==> src/rtl/ysyx_23060208_lsu_pkg.sv <==
// Shared encodings for the LSU: access sizes, FSM states, AXI response codes
// and the latched-op record.
package ysyx_23060208_lsu_pkg;

  localparam logic [1:0] SIZE_B = 2'd0;
  localparam logic [1:0] SIZE_H = 2'd1;
  localparam logic [1:0] SIZE_W = 2'd2;

  localparam logic [1:0] RESP_OKAY = 2'b00;

  typedef logic [2:0] state_t;
  localparam state_t ST_IDLE  = 3'd0;
  localparam state_t ST_RD_A  = 3'd1;
  localparam state_t ST_RD_R  = 3'd2;
  localparam state_t ST_WR_AW = 3'd3;
  localparam state_t ST_WR_B  = 3'd4;
  localparam state_t ST_DONE  = 3'd5;

  typedef struct packed {
    logic [1:0]  size;
    logic        uns;
    logic [1:0]  lane;
    logic [31:0] wdata;
  } op_t;

  // Conflicting ren/wen is folded into the misalign error path.
  function automatic logic is_misaligned(input logic [1:0] size, input logic [1:0] lane,
                                         input logic ren, input logic wen);
    return (size == 2'd3) || (size == SIZE_H && lane[0]) ||
           (size == SIZE_W && lane != 2'b00) || (ren && wen);
  endfunction

endpackage

==> src/rtl/ysyx_23060208_lsu_align.sv <==
// Byte-lane steering: store data replication + strobes, and load lane
// select with sign/zero extension.
module ysyx_23060208_lsu_align
  import ysyx_23060208_lsu_pkg::*;
(
  input  logic [1:0]  i_size,
  input  logic        i_unsigned,
  input  logic [1:0]  i_lane,
  input  logic [31:0] i_wdata,
  input  logic [31:0] i_rdata,
  output logic [31:0] o_wdata,
  output logic [3:0]  o_wstrb,
  output logic [31:0] o_rdata
);

  logic [31:0] w_shifted;
  assign w_shifted = i_rdata >> {i_lane, 3'b000};

  always_comb begin
    o_wdata = i_wdata;
    o_wstrb = 4'b1111;
    o_rdata = w_shifted;
    case (i_size)
      SIZE_B: begin
        o_wdata = {4{i_wdata[7:0]}};
        o_wstrb = 4'b0001 << i_lane;
        o_rdata = i_unsigned ? {24'd0, w_shifted[7:0]}
                             : {{24{w_shifted[7]}}, w_shifted[7:0]};
      end
      SIZE_H: begin
        o_wdata = {2{i_wdata[15:0]}};
        o_wstrb = 4'b0011 << i_lane;
        o_rdata = i_unsigned ? {16'd0, w_shifted[15:0]}
                             : {{16{w_shifted[15]}}, w_shifted[15:0]};
      end
      default: ;
    endcase
  end

endmodule

==> src/rtl/ysyx_23060208_lsu.sv <==
// Load/store unit: one EXU memory op at a time, executed as an AXI4-Lite
// master, with the result held for WBU until accepted.
module ysyx_23060208_lsu
  import ysyx_23060208_lsu_pkg::*;
#(
  parameter int DATA_WIDTH = 32,
  parameter int ADDR_WIDTH = 32
) (
  input  logic                  clk,
  input  logic                  rst_n,
  input  logic                  i_in_valid,
  output logic                  o_in_ready,
  input  logic                  i_in_ren,
  input  logic                  i_in_wen,
  input  logic [1:0]            i_in_size,
  input  logic                  i_in_unsigned,
  input  logic [ADDR_WIDTH-1:0] i_in_addr,
  input  logic [DATA_WIDTH-1:0] i_in_wdata,
  output logic                  o_out_valid,
  input  logic                  i_out_ready,
  output logic [DATA_WIDTH-1:0] o_out_rdata,
  output logic                  o_out_err,
  output logic [ADDR_WIDTH-1:0] o_awaddr,
  output logic                  o_awvalid,
  input  logic                  i_awready,
  output logic [DATA_WIDTH-1:0] o_wdata,
  output logic [3:0]            o_wstrb,
  output logic                  o_wvalid,
  input  logic                  i_wready,
  input  logic [1:0]            i_bresp,
  input  logic                  i_bvalid,
  output logic                  o_bready,
  output logic [ADDR_WIDTH-1:0] o_araddr,
  output logic                  o_arvalid,
  input  logic                  i_arready,
  input  logic [DATA_WIDTH-1:0] i_rdata,
  input  logic [1:0]            i_rresp,
  input  logic                  i_rvalid,
  output logic                  o_rready
);

  state_t                r_state;
  op_t                   r_op;
  logic [ADDR_WIDTH-1:0] r_addr;
  logic [DATA_WIDTH-1:0] r_rdata;
  logic                  r_err;
  logic                  r_aw_done;
  logic                  r_w_done;

  logic                  w_misalign;
  logic                  w_aw_done;
  logic                  w_w_done;
  logic [31:0]           w_ld_data;

  assign w_misalign = is_misaligned(i_in_size, i_in_addr[1:0], i_in_ren, i_in_wen);
  assign w_aw_done  = r_aw_done || i_awready;
  assign w_w_done   = r_w_done || i_wready;

  ysyx_23060208_lsu_align u_align (
    .i_size     (r_op.size),
    .i_unsigned (r_op.uns),
    .i_lane     (r_op.lane),
    .i_wdata    (r_op.wdata),
    .i_rdata    (i_rdata),
    .o_wdata    (o_wdata),
    .o_wstrb    (o_wstrb),
    .o_rdata    (w_ld_data)
  );

  assign o_in_ready  = (r_state == ST_IDLE);
  assign o_out_valid = (r_state == ST_DONE);
  assign o_out_rdata = r_rdata;
  assign o_out_err   = r_err;
  assign o_araddr    = r_addr;
  assign o_awaddr    = r_addr;
  assign o_arvalid   = (r_state == ST_RD_A);
  assign o_rready    = (r_state == ST_RD_R);
  assign o_awvalid   = (r_state == ST_WR_AW) && !r_aw_done;
  assign o_wvalid    = (r_state == ST_WR_AW) && !r_w_done;
  assign o_bready    = (r_state == ST_WR_B);

  always_ff @(posedge clk or negedge rst_n) begin
    if (!rst_n) begin
      r_state   <= ST_IDLE;
      r_op      <= '0;
      r_addr    <= '0;
      r_rdata   <= '0;
      r_err     <= 1'b0;
      r_aw_done <= 1'b0;
      r_w_done  <= 1'b0;
    end else begin
      case (r_state)
        ST_IDLE: if (i_in_valid) begin
          r_op      <= '{size: i_in_size, uns: i_in_unsigned,
                         lane: i_in_addr[1:0], wdata: i_in_wdata};
          r_addr    <= {i_in_addr[ADDR_WIDTH-1:2], 2'b00};
          r_rdata   <= '0;
          r_err     <= w_misalign;
          r_aw_done <= 1'b0;
          r_w_done  <= 1'b0;
          if (w_misalign || (!i_in_ren && !i_in_wen)) r_state <= ST_DONE;
          else if (i_in_ren)                          r_state <= ST_RD_A;
          else                                        r_state <= ST_WR_AW;
        end
        ST_RD_A: if (i_arready) r_state <= ST_RD_R;
        ST_RD_R: if (i_rvalid) begin
          // A failed read returns zero rather than whatever the slave drove.
          r_rdata <= (i_rresp == RESP_OKAY) ? w_ld_data : '0;
          r_err   <= (i_rresp != RESP_OKAY);
          r_state <= ST_DONE;
        end
        ST_WR_AW: begin
          r_aw_done <= w_aw_done;
          r_w_done  <= w_w_done;
          if (w_aw_done && w_w_done) r_state <= ST_WR_B;
        end
        ST_WR_B: if (i_bvalid) begin
          r_err   <= (i_bresp != RESP_OKAY);
          r_state <= ST_DONE;
        end
        ST_DONE: if (i_out_ready) r_state <= ST_IDLE;
        default: r_state <= ST_IDLE;
      endcase
    end
  end

endmodule

==> config.mk <==
export PLATFORM = sky130hd
export DESIGN_NAME = ysyx_23060208_lsu
export DESIGN_NICKNAME = d
export VERILOG_FILES = /design/src/rtl/ysyx_23060208_lsu_pkg.sv /design/src/rtl/ysyx_23060208_lsu_align.sv /design/src/rtl/ysyx_23060208_lsu.sv
export SDC_FILE = /design/constraint.sdc
export NUM_CORES = 1
export LEC_CHECK = 0
export ABC_AREA = 1
export ABC_CLOCK_PERIOD_IN_PS = 3700
export BUFFER_PORTS_ARGS = -buffer_cell sky130_fd_sc_hd__buf_4
export CELL_PAD_IN_SITES_DETAIL_PLACEMENT = 0
export CELL_PAD_IN_SITES_GLOBAL_PLACEMENT = 2
export CORE_AREA = 10 10 122 208
export DETAILED_ROUTE_END_ITERATION = 8
export DIE_AREA = 0 0 132 218
export PLACE_DENSITY = 0.91
export SYNTH_ARGS = -nofsm -noshare
export SYNTH_HDL_FRONTEND = slang
export SYNTH_HIERARCHICAL = 1
export SYNTH_SLANG_ARGS = --single-unit
==> constraint.sdc <==
create_clock -name clk -period 3.7 [get_ports clk]
set_input_delay 0.37 -clock clk [delete_from_list [all_inputs] [get_ports clk]]
set_output_delay 0.37 -clock clk [all_outputs]
set_load 0.05 [all_outputs]
==> metrics, run 1 <==
status=finished, final reports clean; clk_lat worst skew=360 ps; Power Dens Cells=about 1000 nW/um2; Sequential cell area=2630 um2; Synth area leader=dfrtp_1; Hold Violations, Final=0; average cell area after synthesis=7.24 um2; Starting Density=26.6%; post-synthesis sequential area ratio=45.2%; maximum VDD drop=0.569 mV; core area=21900 um2; Layout Nets=1102; Tmin final=~2500 ps; pre-CTS setup slack=1380 ps; crit path launch type=flip-flop; largest cells by area after synthesis=dfrtp_1 (45%), nand2_1 (23%), nand3_1 (8.8%); drt wl/cell=between 15 and 20 um; Worst-path clk slew=70 ps; vias=5677; Synth cell types=27; # fillers=2405; count leader, synth=nand2_1; Required @ worst endpoint=3330 ps; Via-to-Cell Ratio=roughly 4.4; Final Util=between 30 and 40%; crit path kind=flip-flop to primary output; IO Count=approximately 250; area grow syn2layout=35.0%; FFs w/ async S/R, synth=between 90% and 100%; Worst setup startpoint=r_op[33]$_DFFE_PN0P_; dpl hpwl=16.7 mm; number of global-route vias before repair=5883; drt initial violations=311; fmax=404 MHz; Max Transition Viols Final=0; Yosys top cell area share=45.2%; FF-to-FF Start=r_op[33]$_DFFE_PN0P_; CP arrival=approximately 2100 ps; CTS Buffer Depth=2; Synth Warn #=6; Post-Syn Instances=between 800 and 900; Die Span Y=218 um; top post-synthesis cells by count=nand2_1 (363), dfrtp_1 (105), nand3_1 (102), buf_4 (45), inv_1 (33); count of port buffers added during placement=249; cts repair resizes=0; die area=28800 um2; LEAKAGE=4.46 nW; total power=8.24 mW; final setup margin=1220 ps; Post-synth EDFFs=0; Die X=132 um; Pre-antenna DRT Iters=5; clk sink count=105; cts hold-fix bufs=0; GRT Total Usage=15.2%; # DRC=0; routed wire length=~22 mm; ys flop type=dfrtp_1; max_cap viols=0; grt total ovfl=0; Placer Congestion=0.834; post-CTS setup buffers=0; CTS buffer count=9; post-route ant nets=0; Setup TNS Final=0 ps; Core Rows=72; area of the multi-input gates=roughly 2500 um2; initial antenna violation count=3; max_slew headroom=19.7%; class of the worst hold path=input pin to async pin; Worst Max-Slew Pin Slew=1200 ps; Root Buffer=clkbuf_16; layout cells sized above 1=29.5%; CP Max Fanout=25; flops & latches, synth=105; clock skew=7.42 ps; Critical Path End Type=primary output; H-tree depth=3; RSZ-0062 raised after global routing=no; largest net degree at the start of global routing=62; CTS tree=built; final setup fails=0; Mapped Area=~5800 um2; final cycle utilization of the critical path=66.9%; first-pass GRT wire length=34.7 mm
-- logic make-up (layout without fill, tap and decap cells) --
group / after synthesis / count (layout) / share of synthesized area, %
AOI/OAI and AO/OA: 59 / 59 / 5.46
buffers and inverters: 128 / 314 / 12.8
DFF: 105 / 105 / 45.2
other: 1 / 5 / 0.0645
and+or+nand+nor: 511 / 511 / 36.5
-- layout make-up --
class,count,area share (%)
clock buffers,9,2.87
inverters,40,1.98
multi-input cells,574,31.3
diodes,1,0.0319
well taps,296,4.72
flip-flops and latches,105,33.5
repair buffers,258,24.7
clock inverters,7,0.988
-- critical path, cell delays in order (launching register included) --
cell and delay (ps):
dfrtp_1 870, inv_2 300, o211ai_1 320, buf_4 250
-- per-layer routing --
layer / share of wire, % / track usage (%) / vias up
li1: - / - / 2854
met1: 39 / 16.9 / 2610
met2: 53 / 27.2 / 173
met3: 5.3 / 3.55 / 36
met4: 2.8 / 6.74 / 4
met5: 0.18 / 0 / -
-- metrics by stage --
stage               instances  area [um2]  hold WS (ps)
floorplan                 807        5830          74.4
global placement         1273        7550           445
detailed placement       1273        7550           444
CTS                      1289        7850          42.2
global route             1290        7850          74.5
finish                   1290        7850          29.4
-- cells in the final DEF, fill, tap and decap left out, drive strengths merged --
cell type / count
and2: 1
or2: 1
o21ai: 30
bufinv: 1
nand3b: 2
a21oi: 20
nor2: 32
conb: 4
dfrtp: 105
clkbuf: 9
nand2: 367
o211ai: 9
diode: 1
clkinvlp: 1
clkinv: 4
buf: 258
inv: 41
nor3: 2
nand3: 104
nand4: 2
-- final timing paths --
check	to	slack, ps	cells after the start
max in group asynchronous	o_out_rdata[6]$_DFFE_PN0P_	2730	2
max reg2reg	o_out_rdata[16]$_DFFE_PN0P_	1400	6
min	r_op[5]$_DFFE_PN0P_	30	1
max	o_wstrb[2]	1220	3
min in group clk	o_araddr[22]$_DFFE_PN0P_	190	3
min reg2reg	r_op[22]$_DFFE_PN0P_	480	2
-- state kept, by name, summed over array words and instances (netlist names) --
signal,flops
o_out_err,1
r_aw_done,1
r_state,3
r_op,37
r_w_done,1
o_out_rdata,32
o_araddr,30
-- where the power goes --
group | switching [mW] | total (mW) | internal [mW]
sequential | 0.369 | 1.91 | 1.55
clock | 0.480 | 1.01 | 0.532
combinational | 3.88 | 5.32 | 1.44
Power figures use the tool's default switching activity.
==> run 2: changes to the inputs <==
- ABC_CLOCK_PERIOD_IN_PS: 3700 -> 2400
- CORE_AREA: 10 10 122 208 -> 10 10 127 215
- DIE_AREA: 0 0 132 218 -> 0 0 137 225
- PLACE_DENSITY: 0.91 -> 0.85
- clock period: 3.7 -> 2.4 ns (I/O delays scaled with it)
==> metrics, run 2 (synthesis results as in run 1) <==
status=finished, final reports clean (unchanged); vias=5682 (was 5677); Worst Max-Slew Pin Slew=667 ps (was 1200 ps); H-tree depth=3 (unchanged); Sequential cell area=2630 um2 (unchanged); maximum VDD drop=0.903 mV (was 0.569 mV); initial antenna violation count=2 (was 3); Die X=137 um (was 132 um); total power=12.9 mW (was 8.24 mW); r2r worst-path depth=7 (was 6); Power Dens Cells=1620 nW/um2 (was 1050 nW/um2); Die Span Y=225 um (was 218 um); crit path kind=flip-flop to primary output (unchanged); Hold Crit Start=i_in_addr[5]; Via-to-Cell Ratio=4.34 (was 4.40); clk sink count=105 (unchanged); largest net degree at the start of global routing=105 (was 62); number of global-route vias before repair=5891 (was 5883); Critical R2R Capture=o_out_rdata[20]$_DFFE_PN0P_ (was o_out_rdata[16]$_DFFE_PN0P_); max_slew headroom=55.5% (was 19.7%); Root Buffer=clkbuf_16 (unchanged); first-pass GRT wire length=34.9 mm (was 34.7 mm); IO Count=254 (unchanged); CP arrival=1780 ps (was 2110 ps); crit path launch type=flip-flop (unchanged); Max Transition Viols Final=0 (unchanged); drt initial violations=367 (was 311); RSZ-0062 raised after global routing=no (unchanged); final setup fails=0 (unchanged); Critical Path End Type=primary output (unchanged); drt wl/cell=17.5 um (was 17.3 um); Required @ worst endpoint=2160 ps (was 3330 ps); fmax=around 500 MHz; # fillers=2663 (was 2405); Hold Violations, Final=0 (unchanged); CTS Buffer Depth=2 (unchanged); FF-to-FF Start=r_op[36]$_DFFE_PN0P_ (was r_op[33]$_DFFE_PN0P_); Tmin final=2020 ps; # DRC=0 (unchanged); post-route ant nets=0 (unchanged); class of the worst hold path=input pin to flip-flop (was input pin to async pin); area of the multi-input gates=2460 um2 (unchanged); max_cap viols=0 (unchanged); clock skew=8.58 ps (was 7.42 ps); cts repair resizes=0 (unchanged); CTS buffer count=9 (unchanged); Placer Congestion=0.808 (was 0.834); Starting Density=24.4% (was 26.6%); post-CTS setup buffers=0 (unchanged); Core Rows=75 (was 72); Pre-antenna DRT Iters=5 (unchanged); count of port buffers added during placement=249 (unchanged); most frequent cells in the layout=nand2_1 (363), buf_4 (260), dfrtp_1 (105) (was nand2_1 (363), buf_4 (258), dfrtp_1 (105)); GRT Total Usage=14.6% (was 15.2%); core area=23800 um2 (was 21900 um2); dpl hpwl=17.2 mm (was 16.7 mm); clk_lat worst skew=360 ps (about the same); routed wire length=22.9 mm (was 22.3 mm); max reg flops=37 (unchanged); die area=30800 um2 (was 28800 um2); layout cells sized above 1=29.8% (was 29.5%); worst setup path endpoint=o_wstrb[1] (was o_wstrb[2]); CTS tree=built (unchanged); final cycle utilization of the critical path=84.0%; reg-to-reg slack, setup=650 ps (was 1400 ps); Layout Nets=1108 (was 1102); Setup TNS Final=0 ps (unchanged); Largest Register=r_op (unchanged); Worst-path clk slew=80 ps (was 70 ps); LEAKAGE=4.50 nW (was 4.46 nW); area grow syn2layout=36.9% (was 35.0%); CP Max Fanout=15 (was 25); cts hold-fix bufs=1 (was 0); commonest non-fill, non-tap cell in the layout=nand2_1 (unchanged); grt total ovfl=0 (unchanged); Worst setup startpoint=r_op[36]$_DFFE_PN0P_ (was r_op[33]$_DFFE_PN0P_)
==> run 2: per-stage QoR <==
step	setup slack [ps]	cells	hold slack, ps	instance area (um2)	utilization (%)
2_1_floorplan	231	807	-55.6	5830	-
3_3_place_gp	649	1290	67.9	7640	32.0
3_5_place_dp	629	1290	66.5	7640	32.0
4_1_cts	337	1307	44.2	7960	33.4
5_1_grt	312	1309	60.4	7960	33.4
6_report	384	1309	66.0	7960	33.4
==> run 2: layout make-up <==
| type | instances | area share [%] |
|---|---|---|
| Timing Repair Buffer | 264 | 25.4 |
| Sequential cell | 105 | 33.0 |
| Antenna cell | 2 | 0.0629 |
| Multi-Input combinational cell | 574 | 30.9 |
| Inverter | 40 | 1.95 |
| Tap cell | 308 | 4.84 |
| Clock buffer | 9 | 2.83 |
| Clock inverter | 7 | 1.07 |
==> run 2: how the worst min path moves through the flow <==
stage | end | cells past startpoint | slack [ps]
6_report | o_araddr[5]$_DFFE_PN0P_ | 3 | 70
5_1_grt | r_op[7]$_DFFE_PN0P_ | 3 | 60
4_1_cts | o_araddr[5]$_DFFE_PN0P_ | 3 | 40
3_5_place_dp | r_op[4]$_DFFE_PN0P_ | 1 | 70
3_3_place_gp | r_op[5]$_DFFE_PN0P_ | 1 | 70
2_1_floorplan | o_araddr[10]$_DFFE_PN0P_ | 0 | -60
==> run 2: report_power, final <==
| group | switching, mW | internal [mW] | total [mW] |
|---|---|---|---|
| clock | 0.756 | 0.831 | 1.59 |
| combinational | 6.10 | 2.29 | 8.39 |
| sequential | 0.515 | 2.38 | 2.90 |
==> run 2: layer usage <==
| metal | up-vias | part of all wire [%] | track usage, % |
|---|---|---|---|
| met3 | 14 | 5.5 | 3.04 |
| met1 | 2646 | 39 | 16.5 |
| met2 | 150 | 54 | 26.5 |
| met4 | 0 | 1.1 | 4.61 |
| met5 | - | 0 | 0 |
| li1 | 2872 | - | - |
==> run 2: worst max-delay path, cell delays in order (launching register included) <==
cell      delay [ps]
dfrtp_1          420
clkinv_4         150
nand2_4          130
inv_1            100
nor2_1            50
o21ai_0          300
buf_4            270
==> run 3: changes to the inputs <==
- ABC_CLOCK_PERIOD_IN_PS: 2400 -> 1700
- CORE_AREA: 10 10 127 215 -> 10 10 132 224
- DIE_AREA: 0 0 137 225 -> 0 0 142 234
- PLACE_DENSITY: 0.85 -> 0.83
- clock period: 2.4 -> 1.7 ns (I/O delays scaled with it)
==> metrics, run 3 (synthesis results as in run 1) <==
class of the worst hold path=input pin to flip-flop (unchanged); initial antenna violation count=0 (was 2); CP Max Fanout=5 (was 15); Die X=142 um (was 137 um); Die Span Y=234 um (was 225 um); crit path launch type=flip-flop (unchanged); RSZ-0062 raised after global routing=yes (was no); Hold Crit Start=i_in_wdata[15] (was i_in_addr[5]); dpl hpwl=18.4 mm (was 17.2 mm); worst hold slack=22.2 ps (was 66.0 ps); largest net degree at the start of global routing=61 (was 105); CTS Buffer Depth=2 (unchanged); crit path kind=flip-flop to primary output (unchanged); CP arrival=1580 ps (was 1780 ps); fmax=571 MHz; # diodes=0 (was 2); area of the multi-input gates=2570 um2 (was 2460 um2); post-route ant nets=0 (unchanged); count of port buffers added during placement=249 (unchanged); clock skew=9.87 ps (was 8.58 ps); final cycle utilization of the critical path=103%; Hold EP=r_op[15]$_DFFE_PN0P_ (was o_araddr[5]$_DFFE_PN0P_); Setup TNS Final=-243 ps (was 0 ps); Largest Register=r_op (unchanged); # fillers=2759 (was 2663); Worst path max stage delay=450 ps (was 420 ps); core area=25800 um2 (was 23800 um2); routed wire length=24.7 mm (was 22.9 mm); Pre-antenna DRT Iters=4 (was 5); most frequent cells in the layout=nand2_1 (356), buf_4 (254), nand3_1 (101), dfrtp_1 (101), dlygate4sd3_1 (61) (was nand2_1 (363), buf_4 (260), dfrtp_1 (105)); Critical Path End Type=primary output (unchanged); Starting Density=22.6% (was 24.4%); Tmin final=1750 ps; FF-to-FF Start=r_state[0]$_DFFE_PN0P_ (was r_op[36]$_DFFE_PN0P_); total power=19.3 mW (was 12.9 mW); maximum VDD drop=0.972 mV (was 0.903 mV); GRT Total Usage=14.6% (about the same); drt initial violations=332 (was 367); critical path, cell by cell=nor2_4 -> buf_6 -> nand2_2 -> o211ai_1 -> buf_4 (was clkinv_4 -> nand2_4 -> inv_1 -> nor2_1 -> o21ai_0 -> buf_4); final setup fails=8 (was 0); Power Dens Cells=2150 nW/um2 (was 1620 nW/um2); layout cells sized above 1=32.2% (was 29.8%); Root Buffer=clkbuf_16 (unchanged); Worst-path clk slew=80 ps (about the same); H-tree depth=3 (unchanged); grt total ovfl=0 (unchanged); r2r worst-path depth=9 (was 7); final setup margin=-50.6 ps (was 384 ps); IO Count=254 (unchanged); drt wl/cell=17.6 um (was 17.5 um); Core Rows=78 (was 75); Hold Violations, Final=0 (unchanged); max_cap viols=0 (unchanged); LEAKAGE=4.94 nW (was 4.50 nW); status=complete, but fails checks (was finished, final reports clean); reg-to-reg slack, setup=190 ps (was 650 ps); Via-to-Cell Ratio=4.37 (was 4.34); Layout Nets=1191 (was 1108); number of global-route vias before repair=6456 (was 5891); Hold Path Cell Cnt=3 (unchanged); CTS buffer count=9 (unchanged); Crit-path slowest cell=dfrtp_2 (was dfrtp_1); vias=6121 (was 5682); failing checks=setup timing; Critical R2R Capture=o_araddr[17]$_DFFE_PN0P_ (was o_out_rdata[20]$_DFFE_PN0P_); # DRC=0 (unchanged); Max Transition Viols Final=0 (unchanged); clk_lat worst skew=370 ps (was 360 ps); clk sink count=105 (unchanged); commonest non-fill, non-tap cell in the layout=nand2_1 (unchanged); CTS tree=built (unchanged); area grow syn2layout=54.5% (was 36.9%); Sequential cell area=2630 um2 (about the same); Placer Congestion=0.817 (was 0.808); Required @ worst endpoint=1530 ps (was 2160 ps); first-pass GRT wire length=37.7 mm (was 34.9 mm); max reg flops=37 (unchanged); die area=33200 um2 (was 30800 um2)
[run 3: metrics by stage]
stage          instance area [um2]  instances  utilization [%]  setup slack (ps)
2_1_floorplan                 5830        807                -              -270
3_3_place_gp                  7830       1316             30.4               103
3_5_place_dp                  7830       1316             30.4              93.5
4_1_cts                       8800       1396             34.1             -82.8
5_1_grt                       8990       1402             34.9              -112
6_report                      8990       1402             34.9             -50.6
[run 3: routing by layer]
layer / share of wire [%] / GRT usage [%]
met5: 0 / 0
met4: 3.0 / 5.90
met3: 5.0 / 2.96
met2: 55 / 27.0
met1: 37 / 15.6
[run 3: layout make-up]
cell class                 instances  area share [%]
clock buffer                       9            2.50
clock inverter                     7           0.724
inverter                          40            1.78
multi-input combinational        575            28.6
sequential                       105            29.3
tap                              320            4.45
timing repair buffer             346            32.7
[run 3: how the worst max path moves through the flow]
| stage | depth (start not counted) | endpoint | startpoint | slack, ps |
|---|---|---|---|---|
| finish | 5 | o_wdata[28] | r_op[36]$_DFFE_PN0P_ | -50 |
| global route | 5 | o_wdata[28] | r_op[36]$_DFFE_PN0P_ | -110 |
| CTS | 5 | o_wdata[10] | r_op[36]$_DFFE_PN0P_ | -80 |
| detailed placement | 6 | o_out_rdata[20]$_DFFE_PN0P_ | r_op[33]$_DFFE_PN0P_ | 90 |
| global placement | 6 | o_out_rdata[29]$_DFFE_PN0P_ | r_op[33]$_DFFE_PN0P_ | 100 |
| floorplan | 4 | o_wdata[10] | r_op[36]$_DFFE_PN0P_ | -270 |
[run 3: timing repair]
action,in CTS,in global routing
pin swaps,2,11
gates resized for setup,21,46
setup endpoints to repair,21,46
setup buffers,1,5
endpoints found under the hold margin,77,0
gates cloned,2,1
hold buffers,61,0
[run 3: worst max-delay path, delay by kind of cell, from the launching register on]
kind,cells,cell delay (ps)
AO/OA/AOI/OAI,1,100
buffers and inverters,2,410
flip-flops,1,450
AND/OR/NAND/NOR,2,240
[run 3: where the power goes]
group | internal, mW | leakage [nW] | switching [mW]
registers | 3.37 | 1.35 | 0.770
logic | 4.01 | 3.44 | 9.08
clock network | 1.02 | 0.143 | 1.06
